$ cat config.mk
export PLATFORM = sky130hd
export DESIGN_NAME = bp_fe_queue_fifo
export DESIGN_NICKNAME = d
export VERILOG_FILES = /design/src/rtl/bp_fe_queue_fifo.sv
export SDC_FILE = /design/constraint.sdc
export NUM_CORES = 1
export LEC_CHECK = 0
export ABC_AREA = 1
export BUFFER_PORTS_ARGS = -buffer_cell sky130_fd_sc_hd__buf_4
export CAP_MARGIN = 20
export CORE_MARGIN = 4
export CORE_UTILIZATION = 34
export CTS_CLUSTER_SIZE = 25
export DETAILED_ROUTE_END_ITERATION = 8
export SYNTH_ARGS = -nofsm -noshare
export SYNTH_HDL_FRONTEND = slang
export SYNTH_SLANG_ARGS = --single-unit
$ cat constraint.sdc
create_clock -name clk_i -period 11.35 [get_ports clk_i]
set_input_delay 1.7025 -clock clk_i [delete_from_list [all_inputs] [get_ports clk_i]]
set_output_delay 1.7025 -clock clk_i [all_outputs]
set_load 0.05 [all_outputs]
$ cat src/rtl/bp_fe_queue_fifo.sv
// Elastic FE queue between the PC generator and the backend issue stage.
// Ready/valid in, valid/yumi out, single-cycle flush with a saturating drop counter.
module bp_fe_queue_fifo #(
   parameter int unsigned fe_queue_width_p = 128,
   parameter int unsigned els_p            = 8,
   localparam int unsigned ptr_width_lp    = $clog2(els_p),
   localparam int unsigned count_width_lp  = $clog2(els_p + 1)
) (
   input  logic                        clk_i,
   input  logic                        reset_i,
   input  logic [fe_queue_width_p-1:0] data_i,
   input  logic                        v_i,
   output logic                        ready_o,
   output logic [fe_queue_width_p-1:0] data_o,
   output logic                        v_o,
   input  logic                        yumi_i,
   input  logic                        clr_i,
   output logic [count_width_lp-1:0]   count_o,
   output logic [15:0]                 drop_count_o
);

   logic [fe_queue_width_p-1:0] mem_q [els_p];
   logic [ptr_width_lp-1:0]     rd_ptr_q, rd_ptr_d;
   logic [ptr_width_lp-1:0]     wr_ptr_q, wr_ptr_d;
   logic [count_width_lp-1:0]   count_q, count_d;
   logic [15:0]                 drop_count_q, drop_count_d;
   logic                        enq, deq, mem_we;
   logic [16:0]                 drop_sum;

   assign ready_o      = (count_q != count_width_lp'(els_p));
   assign v_o          = (count_q != '0);
   assign data_o       = mem_q[rd_ptr_q];
   assign count_o      = count_q;
   assign drop_count_o = drop_count_q;

   assign enq    = v_i & ready_o;
   assign deq    = yumi_i & v_o;
   assign mem_we = enq & ~clr_i;

   always_comb begin
      rd_ptr_d     = rd_ptr_q;
      wr_ptr_d     = wr_ptr_q;
      count_d      = count_q;
      drop_count_d = drop_count_q;
      drop_sum     = {1'b0, drop_count_q} + 17'(count_q);
      if (clr_i) begin
         // Flush wins over any handshake in the same cycle.
         rd_ptr_d     = '0;
         wr_ptr_d     = '0;
         count_d      = '0;
         drop_count_d = drop_sum[16] ? 16'hFFFF : drop_sum[15:0];
      end else begin
         if (enq) wr_ptr_d = wr_ptr_q + ptr_width_lp'(1);
         if (deq) rd_ptr_d = rd_ptr_q + ptr_width_lp'(1);
         count_d = count_q + count_width_lp'(enq) - count_width_lp'(deq);
      end
   end

   always_ff @(posedge clk_i or negedge reset_i) begin
      if (!reset_i) begin
         rd_ptr_q     <= '0;
         wr_ptr_q     <= '0;
         count_q      <= '0;
         drop_count_q <= '0;
      end else begin
         rd_ptr_q     <= rd_ptr_d;
         wr_ptr_q     <= wr_ptr_d;
         count_q      <= count_d;
         drop_count_q <= drop_count_d;
      end
   end

   // Payload storage is intentionally not reset.
   always_ff @(posedge clk_i) begin
      if (mem_we) mem_q[wr_ptr_q] <= data_i;
   end

endmodule

==> metrics.cfg <==
[outcome]
outcome=completed

[floorplanning]
design.die.area_sq_um=128000
num_rows=128
core-area_sq_um=121700
ios=283
die-width_um=357.8
die_h_um=357.8
initial_core_util_pct=34.18

[power_and_ir_drop]
clkPwrFrac_pct=31.0
sw_frac_of_total_pct=34.46
pwr-share-comb_pct=27.8
switching_power_mw=3.768
p_per_area_nw_per_um2=225.1
leakage_nw=16.80
peakVddDrop_mv=0.1547
power.share.sequential_pct=41.1
internal_power_mw=7.166

[routing]
antenna_left=0
drt_iter0_drc=1995
wirelength_mm=101.2
vias=25780
wire_per_inst_um=19.02
drtPass1Iterations=5
via_per_inst=4.846
drc=0

[worst_setup_path]
critPathArrivalTime_ns=4.11
cpMostUsedCell=buf_4
start_kind=register
worst_ep_required_time_ns=9.65
slowest_stage=buf_4
path_class=reg2out
cpPeakStageDelay_ns=0.90
cp_cell_sequence=buf_4, buf_4, o21ai_0, o21ai_1, nand2_1, nand2_1, buf_4
cp_max_fo=97
end_kind=output port

[place]
gp_congestion=0.7413
placedCellCount=5116
place_ws_ns=6.146
dp_hpwl_mm=51.49
dpl_cell_area_sq_um=45150
portBuffers=282

[final_layout]
syn_to_final_growth_pct=16.76
final_cell_count_no_fill=5320
nFillCells=11430
drive_gt1_share_pct=13.26
layout.nets=3750
stdcell_area_sq_um=48580

[synthesis]
yosys.area.top_type=edfxtp_1
synth_edf_count=1024
synth_nets=3520
synth_top_cells_by_area=edfxtp_1, nor2_1, o21ai_0
yosys_register_bits=1050
syn_avg_cell_area_sq_um=12.33
ys.warnings.count=0
synthCells=3373
synth_top_area_share_pct=73.91
ys_seq_area_share_pct=75.47
async_flop_share_pct=2.476
syn_area_sq_um=41600
synth_most_common_cell=edfxtp_1
ys_types=27
synth-main-ff-cell=edfxtp_1
synth_common_cells=edfxtp_1, nor2_1, o21ai_0

[sta]
post-route-period-util_pct=51.20
drv_slew=0
setup_viol=0
setup_ws_ns=5.539
fin_tns_setup_ns=0
finalClockSkew_ns=0.01843
hold_viol=0
layout_min_cycle_time_ns=5.811
fmax_ghz=0.1721
rsz0062_at_grt=no
slew_headroom_pct=25.06
hold-worst-slack_ns=0.5461
worst_pin_slew_ns=1.124

[clock_network]
cts_hold_buf=0
cts_tree=yes
worst_skew_pair.late_latency_ns=0.68
htreeDepth=3
cts_root_buf=clkbuf_16
cts_resized=0
cts_sinks=1050
clock_path_buffers=3
post-cts-setup-buffers=0
path_clk_slew_ns=0.06
numCtsBuffers=110

[worst_hold_path]
hold_path.class=reg2reg

[global_routing]
grt_pass1_wl_mm=151.1
grt_max_degree=199
grt_overflow=0
grt_use_total_pct=15.35
antenna_found_initial=5
grt_pass1_vias=24850

[flow_run]
cap_violations=0

-- sequential cells by signal (all words and copies together), names as in the netlist --
register      count
mem_q          1024
drop_count_o     16
count_o           4
rd_ptr_q          3
wr_ptr_q          3
-- path summary, 6_finish.rpt --
path,from,endpoint,slack [ns],depth (start not counted)
max,rd_ptr_q[1],data_o[111],5.54,7
min,drop_count_o[14],drop_count_o[14],0.55,2
max reg2reg,count_o[2],mem_q[7][1],7.59,9
min reg2reg,drop_count_o[14],drop_count_o[14],0.55,2
max in group asynchronous,reset_i,rd_ptr_q[0],10.11,1
min in group asynchronous,reset_i,drop_count_o[12],0.93,1
-- placed cells by master, fill, tap and decap left out, types with 4 or more instances in the layout --
master / n
nand4_1: 5
clkbuf_1: 26
nand2_1: 442
nand3_1: 30
clkbuf_8: 4
buf_12: 4
dfrtp_1: 23
ha_1: 12
clkinv_1: 22
edfxtp_1: 1024
buf_4: 316
nor2_4: 8
clkbuf_16: 111
nor2_1: 792
o21ai_1: 333
o21ai_0: 445
clkinv_2: 23
a21oi_1: 6
nand3b_1: 5
bufinv_16: 5
inv_6: 6
inv_1: 30
-- layer usage --
| metal | vias up | GRT usage (%) | share of wire (%) |
|---|---|---|---|
| met3 | 172 | 2.782 | 5.2 |
| met5 | - | 0 | 0.046 |
| met4 | 6 | 4.859 | 2.6 |
| met2 | 580 | 26.19 | 49 |
| li1 | 12370 | - | - |
| met1 | 12650 | 19.91 | 43 |
-- worst max-delay path, delay by kind of cell, from the launching register on --
kind | cells | cell delay, ns
AOI/OAI and AO/OA | 2 | 0.47
buffers and inverters | 3 | 1.82
DFF | 1 | 0.87
and+or+nand+nor | 2 | 0.17
-- logic make-up (layout without fill, tap and decap cells) --
family	count (synthesis)	in the layout	synth area share, %
flops	1050	1050	75.47
compound gates	786	786	9.467
fa+ha+maj	14	14	0.4571
buf+inv	234	555	2.746
other cells	0	1	0
simple gates	1287	1287	11.81
xor+xnor	2	2	0.04211
-- area by class of cell --
cell class / instances / area [sq um] / area share, %
sequential: 1050 / 31410 / 64.66
multi-input combinational: 2089 / 9121 / 18.78
clock buffer: 141 / 2930 / 6.032
timing repair buffer: 320 / 2452 / 5.048
tap: 1625 / 2033 / 4.186
clock inverter: 62 / 493.0 / 1.015
inverter: 32 / 132.6 / 0.2730
antenna: 1 / 2.502 / 0.005151
-- per-stage QoR --
| step | power [mW] | utilization, % |
|---|---|---|
| after floorplan | 6.771 | - |
| after detailed placement | 7.660 | 37.10 |
| after global placement | 7.637 | 37.10 |
| after global routing | 11.51 | 39.91 |
| after CTS | 11.08 | 39.91 |
| final | 10.93 | 39.91 |
-- power by group through the flow --
stage,Sequential [mW],Combinational [mW],Clock (mW)
global placement,4.58,3.06,0
finish,4.50,3.04,3.39
floorplan,4.61,2.16,0
CTS,4.50,3.09,3.49
detailed placement,4.58,3.08,0
global route,4.51,3.35,3.65
(Power assumes the default switching activity.)
